<file path="config.mk">
export PLATFORM = sky130hd
export DESIGN_NAME = stage8_byte_packer
export DESIGN_NICKNAME = d
export VERILOG_FILES = /design/src/rtl/stage8_byte_packer.sv
export SDC_FILE = /design/constraint.sdc
export NUM_CORES = 1
export LEC_CHECK = 0
export CORE_UTILIZATION = 40
export CTS_BUF_LIST = sky130_fd_sc_hd__clkbuf_2
export DETAILED_ROUTE_END_ITERATION = 10
export PLACE_DENSITY = 0.57
export SLEW_MARGIN = 20
export SYNTH_ARGS = -nofsm -noshare
export SYNTH_HDL_FRONTEND = slang
export SYNTH_SLANG_ARGS = --single-unit
</file>
<file path="constraint.sdc">
create_clock -name clk -period 9.8 [get_ports clk]
set_clock_uncertainty 0.2 [all_clocks]
set_input_delay 0.98 -clock clk [delete_from_list [all_inputs] [get_ports clk]]
set_output_delay 0.98 -clock clk [all_outputs]
set_load 0.05 [all_outputs]
</file>
<file path="src/rtl/stage8_byte_packer.sv">
// JPEG-LS output stage: packs variable-length codes MSB-first into bytes, inserting a 0 stuff bit
// after every emitted 0xFF, and pads/terminates the stream on end-of-data.
module stage8_byte_packer #(
  parameter int unsigned dataOut_length      = 32,
  parameter int unsigned encodedlength_width = 6,
  parameter int unsigned acc_width           = 96
) (
  input  logic                           clk,
  input  logic                           reset,
  input  logic [dataOut_length-1:0]      dataOut,
  input  logic [encodedlength_width-1:0] dataSize,
  input  logic                           dataReady,
  input  logic                           endOfDataStream,
  output logic [7:0]                     byteOut,
  output logic                           byteValid,
  output logic                           almostFull,
  output logic                           overflow,
  output logic                           streamDone
);

  localparam int unsigned CntW = $clog2(acc_width + 1);
  localparam int unsigned SumW = CntW + 1;

  typedef enum logic [1:0] {StRun, StFlush, StDone} state_e;

  state_e                 state_q, state_d;
  logic [acc_width-1:0]   acc_q, acc_d;
  logic [CntW-1:0]        cnt_q, cnt_d;
  logic                   last_ff_q, last_ff_d;
  logic [7:0]             byte_q, byte_d;
  logic                   valid_q, valid_d;
  logic                   afull_q, afull_d;
  logic                   ovf_q, ovf_d;
  logic                   done_q, done_d;

  logic [CntW-1:0]                need, removed, rem_cnt;
  logic                           emit;
  logic [7:0]                     emit_byte;
  logic [acc_width-1:0]           acc_shift, code_ext;
  logic [encodedlength_width-1:0] size_c;
  logic [dataOut_length-1:0]      code;
  logic [SumW-1:0]                sum;
  logic                           append;

  always_comb begin
    state_d   = state_q;
    acc_d     = acc_q;
    cnt_d     = cnt_q;
    last_ff_d = last_ff_q;
    byte_d    = byte_q;
    valid_d   = 1'b0;
    ovf_d     = ovf_q;
    done_d    = 1'b0;
    emit      = 1'b0;
    removed   = '0;

    need = last_ff_q ? CntW'(7) : CntW'(8);
    // Bits below the occupancy are kept zero, so the same slice serves full and padded bytes.
    emit_byte = last_ff_q ? {1'b0, acc_q[acc_width-1 -: 7]} : acc_q[acc_width-1 -: 8];

    if (state_q != StDone) begin
      if (cnt_q >= need) begin
        emit    = 1'b1;
        removed = need;
      end else if (state_q == StFlush && (cnt_q != '0 || last_ff_q)) begin
        emit    = 1'b1;
        removed = cnt_q;
      end
    end

    acc_shift = acc_q << removed;
    rem_cnt   = cnt_q - removed;

    size_c = (dataSize > encodedlength_width'(dataOut_length)) ?
             encodedlength_width'(dataOut_length) : dataSize;
    code   = dataOut & ~({dataOut_length{1'b1}} << size_c);
    code_ext = '0;
    code_ext[dataOut_length-1:0] = code;
    sum    = SumW'(rem_cnt) + SumW'(size_c);
    append = (state_q == StRun) && dataReady;

    acc_d = acc_shift;
    cnt_d = rem_cnt;
    if (append) begin
      if (sum > SumW'(acc_width)) begin
        ovf_d = 1'b1;
      end else begin
        acc_d = acc_shift | (code_ext << (SumW'(acc_width) - sum));
        cnt_d = CntW'(sum);
      end
    end

    if (emit) begin
      valid_d   = 1'b1;
      byte_d    = emit_byte;
      last_ff_d = (emit_byte == 8'hFF);
    end

    unique case (state_q)
      StRun: begin
        if (endOfDataStream) state_d = StFlush;
      end
      StFlush: begin
        if (cnt_q == '0 && !last_ff_q) begin
          state_d = StDone;
          done_d  = 1'b1;
        end
      end
      StDone: begin
        state_d   = StRun;
        acc_d     = '0;
        cnt_d     = '0;
        last_ff_d = 1'b0;
      end
      default: state_d = StRun;
    endcase

    afull_d = (cnt_d >= CntW'(acc_width - 32));
  end

  always_ff @(posedge clk or negedge reset) begin
    if (!reset) begin
      state_q   <= StRun;
      acc_q     <= '0;
      cnt_q     <= '0;
      last_ff_q <= 1'b0;
      byte_q    <= 8'h00;
      valid_q   <= 1'b0;
      afull_q   <= 1'b0;
      ovf_q     <= 1'b0;
      done_q    <= 1'b0;
    end else begin
      state_q   <= state_d;
      acc_q     <= acc_d;
      cnt_q     <= cnt_d;
      last_ff_q <= last_ff_d;
      byte_q    <= byte_d;
      valid_q   <= valid_d;
      afull_q   <= afull_d;
      ovf_q     <= ovf_d;
      done_q    <= done_d;
    end
  end

  assign byteOut    = byte_q;
  assign byteValid  = valid_q;
  assign almostFull = afull_q;
  assign overflow   = ovf_q;
  assign streamDone = done_q;

endmodule

</file>
==> results.py, run 1 <==
metrics = {
    "timing": {
        "setup_viol": 0,
        "max_clock_freq_mhz": 123.0,
        "final_period_minus_worst_setup_slack_ns": 8.129,
        "final_max_slew_viol_count": 0,
        "rsz0062_at_grt": "false",
        "setup_tns_ns": 0,
        "hold_violations": 0,
        "slew-limit-headroom_pct": 18.47,
        "worstMarginPinSlew_ns": 1.218,
        "final_min_period_over_clock_period_pct": 82.95,
    },
    "clock_network": {
        "post_cts.resized_instances": 0,
        "clk_path_buf_depth": 2,
        "cts.sink_count": 117,
        "worst_setup_hold_path_clk_slew_ns": 0.19,
        "cts_tree": "built",
        "clockRootBuffer": "sky130_fd_sc_hd__clkbuf_2",
        "tritoncts.num_buffers": 17,
        "number_of_h_tree_levels": 4,
        "clkLatencyLatePin_ns": 0.85,
    },
    "final_layout": {
        "design.final.nets": 1633,
        "seq_area_sq_um": 2928,
        "layout_common_cells": "sky130_fd_sc_hd__nand2_1 (190), sky130_fd_sc_hd__mux2i_1 (180), sky130_fd_sc_hd__a21oi_1 (147)",
        "fin_cells": 1988,
        "fill_cells": 3171,
        "syn2layout_area_growth_pct": 7.147,
        "layout_commonest_cell": "sky130_fd_sc_hd__nand2_1",
        "area_of_the_multi_input_gates_sq_um": 9236,
        "post_route_cells_drive_above_1_share_pct": 9.716,
    },
    "yosys": {
        "post-synth-top-area-fraction_pct": 22.75,
        "synth.top_cells.by_area": "sky130_fd_sc_hd__dfrtp_1 (23%), sky130_fd_sc_hd__mux2i_1 (14%), sky130_fd_sc_hd__a21oi_1 (5.7%)",
        "yosys_warnings": 0,
        "synthDistinctLibCells": 99,
        "ys_ff_latch": 117,
        "synth-edff-count": 0,
        "synth.largest_area_cell": "sky130_fd_sc_hd__dfrtp_1",
        "synth-main-ff-cell": "sky130_fd_sc_hd__dfrtp_1",
        "synthCells": 1603,
        "post_synthesis_sequential_area_ratio_pct": 22.75,
        "synthArstFlopShare_pct": 100.0,
        "syn_area_per_cell_sq_um": 8.027,
        "mappedNetlistArea_sq_um": 12870,
    },
    "outcome": {
        "outcome": "finished, final reports clean",
    },
    "grt": {
        "pin_count_of_the_biggest_net_entering_global_routing": 76,
        "grt_antenna_before_repair": 1,
        "grtUsageTotal_pct": 31.55,
        "grt_first_pass_wirelength_um": 79700,
        "via_count_of_the_first_global_routing_pass": 12730,
        "grt_overflow": 0,
    },
    "critical_path": {
        "critical_path.startpoint_type": "flip-flop",
        "worst_setup_path_end_kind": "flip-flop",
        "worstSetupPathType": "reg -> reg",
        "cp_slowest_stage_delay_ns": 0.91,
        "worst_ep_required_time_ns": 10.32,
        "timing.critical_path.cells": "inv_1 -> ha_1 -> nand2_1 -> o21a_1 -> o21ai_0 -> o22ai_4 -> buf_4 -> inv_1 -> buf_4 -> ha_1 -> nor2b_1 -> o21ai_0 -> nand2b_1 -> a21o_1 -> a21oi_1 -> xnor2_1 -> ha_1 -> nor3_1 -> o21ai_0 -> o211a_1 -> xnor2_1 -> o21a_1 -> nand2_1 -> o22ai_1",
        "crit_arrival_ns": 8.65,
        "critPathMaxFanout": 42,
        "slowest_stage": "sky130_fd_sc_hd__o21a_1",
    },
    "floorplanning": {
        "num_rows": 65,
        "dieWidth_um": 181.4,
        "height_of_the_die_um": 181.4,
        "ioPinCount": 54,
        "floorplan.initialDensity_pct": 40.67,
        "die-area_sq_um": 32890,
        "design.core.area_sq_um": 31640,
    },
    "place": {
        "dp_hpwl_um": 39200,
        "gp_routability_congestion": 1.017,
        "dp.cells": 1954,
        "placement.io_buffers": 53,
    },
    "routing": {
        "wire_per_inst_um": 26.41,
        "postRouteWirelength_um": 52510,
        "vias": 13770,
        "drt_first_pass_iters": 6,
        "detail_route.drc_violations": 0,
        "drtAntennaViolNets": 0,
        "first_iter_violations": 1814,
        "mean_number_of_vias_per_cell": 6.929,
    },
    "worst_hold_path": {
        "hold_class": "reg -> reg",
    },
    "run": {
        "max_cap_viol_count": 0,
    },
}
[layout make-up]
| cell class | instances | area share (%) |
|---|---|---|
| inverters | 22 | 0.6171 |
| clock inverters | 13 | 0.9620 |
| diodes | 1 | 0.01815 |
| multi-input cells | 1325 | 66.99 |
| flip-flops and latches | 117 | 21.24 |
| repair buffers | 89 | 5.835 |
| well taps | 402 | 3.648 |
| clock buffers | 19 | 0.6897 |
[through the flow]
stage	hold WS [ns]	utilization, %	area (sq um)	setup slack, ns
floorplan	0.3409	-	12870	3.804
detailed placement	0.3037	42.78	13540	1.935
CTS	0.3450	43.54	13770	1.870
finish	0.3419	43.58	13790	1.671
global route	0.3614	43.58	13790	1.101
global placement	0.2920	42.78	13540	2.031
[layer usage]
| layer | global-route usage [%] | vias up | part of all wire, % |
|---|---|---|---|
| li1 | - | 6104 | - |
| met4 | 13.49 | 0 | 4.1 |
| met2 | 47.28 | 826 | 44 |
| met5 | 0 | - | 0 |
| met3 | 4.132 | 130 | 8.3 |
| met1 | 45.19 | 6714 | 44 |
[what timing repair did]
action | CTS | global route
buffers inserted | 0 | 0
endpoints found under the hold margin | 37 | 0
hold buffers | 1 | 0
[path summary, 6_finish.rpt]
check	start	endpoint	slack, ns	depth (start not counted)
min	byteOut[7]	byteOut[7]	0.34	1
max in group asynchronous	reset	acc_q[12]	7.73	3
min reg2reg	byteOut[7]	byteOut[7]	0.34	1
max	last_ff_q	acc_q[10]	1.67	24
max reg2reg	last_ff_q	acc_q[10]	1.67	24
min in group asynchronous	reset	acc_q[49]	0.48	2
[state kept, by name, summed over array words and instances, names as in the netlist]
| name | count |
|---|---|
| acc_q | 96 |
| streamDone | 1 |
| almostFull | 1 |
| byteValid | 1 |
| overflow | 1 |
| cnt_q | 6 |
| byteOut | 8 |
| state_q | 2 |
| last_ff_q | 1 |
[synth_stat cells (all sizes together), types with 7 or more instances]
cell type,number
a31oi,12
a2bb2oi,7
nand2b,8
inv,22
buf,93
nor4,7
dfrtp,117
and3,9
nor2,124
nand2,190
a21oi,147
a21o,10
o21a,10
o221ai,26
a22o,27
xnor2,9
clkbuf,47
o31ai,8
nor3,33
mux2,33
a32o,7
mux2i,180
a221oi,26
a211o,17
nor2b,23
ha,17
o22ai,52
nand3,30
a221o,13
a211oi,26
o22a,8
or2,8
a22oi,34
or3,11
o21ai,79
o211ai,28
[cells by family after synthesis]
group / Yosys count / synth area share, %
AO/OA/AOI/OAI: 605 / 33.57
AND/OR/NAND/NOR: 465 / 16.31
multiplexers: 218 / 17.77
buffers and inverters: 162 / 6.077
flip-flops: 117 / 22.75
adder cells (fa/ha/maj): 19 / 1.964
XOR/XNOR: 16 / 1.536
other: 1 / 0.02914
[worst max-delay path, delay by kind of cell, from the launching register on]
family                   cells  cell delay, ns
AO/OA/AOI/OAI               10            3.31
XOR/XNOR                     2            0.83
adder cells (fa/ha/maj)      3            1.00
buffers and inverters        4            1.07
flip-flops                   1            0.78
AND/OR/NAND/NOR              5            0.81
Power of run 1 is not shown: default switching activity piles up to over one toggle a cycle in this logic, so the estimate is an artifact.
==> run 2: changes to the inputs <==
clock period = 8.5 ns   (was 9.8 ns; I/O delays follow)
==> results.py, run 2 (same netlist as run 1, synthesis figures left out) <==
metrics = {
    "final_layout": {
        "max_flop_register": "acc_q",
        "fin_cells": 1993,
        "syn2layout_area_growth_pct": 7.342,
        "design.final.nets": 1636,
        "layout_commonest_cell": "sky130_fd_sc_hd__nand2_1",
        "fill_cells": 3199,
        "flip_flop_count_of_the_largest_register_after_layout": 96,
        "layout_common_cells": "sky130_fd_sc_hd__nand2_1 (190), sky130_fd_sc_hd__mux2i_1 (180), sky130_fd_sc_hd__a21oi_1 (147)",
        "post_route_cells_drive_above_1_share_pct": 10.01,
    },
    "critical_path": {
        "worstRegToRegCells": 20,
        "slowest_stage": "sky130_fd_sc_hd__o21ai_0",
        "timing.critical_path.cells": "inv_1 -> ha_1 -> nand2_1 -> o21a_1 -> o21ai_0 -> o22ai_4 -> inv_2 -> ha_1 -> nor2b_1 -> o31ai_1 -> a21boi_0 -> ha_1 -> and3_1 -> nor2_2 -> xor2_2 -> nor2_2 -> a221o_1 -> nor2b_1 -> o21ai_0 -> o221ai_1",
        "timing.critical_path.from": "last_ff_q",
        "timing.rr.end": "acc_q[83]",
        "critical_path.startpoint_type": "flip-flop",
        "worst_setup_path_end_kind": "flip-flop",
        "worst_r2r_startpoint": "last_ff_q",
        "cp_slowest_stage_delay_ns": 0.81,
        "worst_ep_required_time_ns": 9.07,
        "crit_arrival_ns": 8.08,
        "r2r_setup_slack_ns": 0.99,
        "crit_top_cell": "sky130_fd_sc_hd__ha_1",
        "critPathMaxFanout": 18,
        "worstSetupPathType": "reg -> reg",
    },
    "floorplanning": {
        "dieWidth_um": 181.4,
        "die-area_sq_um": 32890,
        "ioPinCount": 54,
        "height_of_the_die_um": 181.4,
        "floorplan.initialDensity_pct": 40.67,
        "design.core.area_sq_um": 31640,
        "num_rows": 65,
    },
    "place": {
        "dp.cells": 1957,
        "dp_hpwl_um": 38640,
        "gp_routability_congestion": 1.073,
        "placement.io_buffers": 53,
    },
    "clock_network": {
        "clockRootBuffer": "sky130_fd_sc_hd__clkbuf_2",
        "clkLatencyLatePin_ns": 0.88,
        "postCtsSetupBuffers": 0,
        "cts.sink_count": 117,
        "tritoncts.num_buffers": 17,
        "number_of_h_tree_levels": 4,
        "post_cts.resized_instances": 0,
        "cts_tree": "built",
        "clk_path_buf_depth": 2,
        "worst_setup_hold_path_clk_slew_ns": 0.27,
    },
    "grt": {
        "via_count_of_the_first_global_routing_pass": 12860,
        "grt_antenna_before_repair": 2,
        "pin_count_of_the_biggest_net_entering_global_routing": 68,
        "grt_first_pass_wirelength_um": 79600,
        "grt_overflow": 0,
        "grtUsageTotal_pct": 31.70,
    },
    "routing": {
        "wire_per_inst_um": 26.25,
        "vias": 13860,
        "postRouteWirelength_um": 52310,
        "drt_first_pass_iters": 6,
        "detail_route.drc_violations": 0,
        "first_iter_violations": 1745,
        "mean_number_of_vias_per_cell": 6.952,
        "drtAntennaViolNets": 0,
    },
    "worst_hold_path": {
        "hold_depth": 1,
        "whs_endpoint": "overflow",
        "hold_start": "overflow",
        "hold_class": "reg -> reg",
    },
    "timing": {
        "final_min_period_over_clock_period_pct": 88.33,
        "hold_violations": 0,
        "final_period_minus_worst_setup_slack_ns": 7.508,
        "final_max_slew_viol_count": 0,
        "slew-limit-headroom_pct": 22.25,
        "setup_viol": 0,
        "max_clock_freq_mhz": 133.2,
        "worstMarginPinSlew_ns": 1.162,
        "setup_tns_ns": 0,
        "rsz0062_at_grt": "false",
    },
    "outcome": {
        "outcome": "finished, final reports clean",
    },
    "run": {
        "max_cap_viol_count": 0,
    },
}
==> run 2: cell count changes in the layout (fill, tap and decap cells not counted), sizes merged <==
cell / previous run / this run
buf: 36 / 39
diode: 1 / 3
clkinv: 7 / 4
bufinv: 2 / 1
clkinvlp: 2 / 5
clkbuf: 19 / 17
inv: 24 / 27
==> run 2: per-stage QoR <==
stage	cell area, sq um	hold WS [ns]	utilization, %	setup WS (ns)
after floorplan	12870	0.3409	-	2.504
after global placement	13560	0.2566	42.86	1.367
after detailed placement	13560	0.2722	42.86	1.340
after CTS	13800	0.3222	43.63	1.248
after global routing	13810	0.3373	43.66	0.5382
final	13810	0.3113	43.66	0.9923
==> run 2: metal layers <==
layer / vias up / GRT usage (%) / routed length (um)
li1: 6144 / - / -
met4: 0 / 15.29 / 2531
met1: 6702 / 43.88 / 22570
met3: 155 / 6.793 / 4766
met5: - / 0 / 0
met2: 855 / 46.55 / 22440
==> run 2: how the worst max path moves through the flow <==
stage / end / slack (ns) / depth (start not counted)
floorplan: acc_q[63] / 2.50 / 22
global placement: acc_q[83] / 1.37 / 20
detailed placement: acc_q[83] / 1.34 / 20
CTS: acc_q[64] / 1.25 / 21
global route: acc_q[83] / 0.54 / 22
finish: acc_q[83] / 0.99 / 20
==> run 2: critical path, delay by kind of cell (launching register included) <==
family,cells,cell delay (ns)
xor gates and xnor gates,1,0.74
buffers and inverters,2,0.33
adders and majority gates,3,0.96
and+or+nand+nor,6,1.26
AOI/OAI and AO/OA,8,3.10
DFF,1,0.79
==> run 2: area by class of cell <==
cell class,instances,area (sq um),share of cell area [%]
clock buffer,17,85.08,0.6160
sequential,117,2928,21.20
antenna,3,7.507,0.05435
multi-input combinational,1325,9231,66.84
clock inverter,15,148.9,1.078
inverter,22,85.08,0.6160
timing repair buffer,92,823.3,5.961
tap,402,503.0,3.642
==> run 2: repair_timing <==
| action | CTS | global route |
|---|---|---|
| endpoints found under the setup margin | 0 | 0 |
| hold endpoints to repair | 54 | 0 |
| hold buffers | 1 | 0 |
Power of run 2 is left out for the same reason.
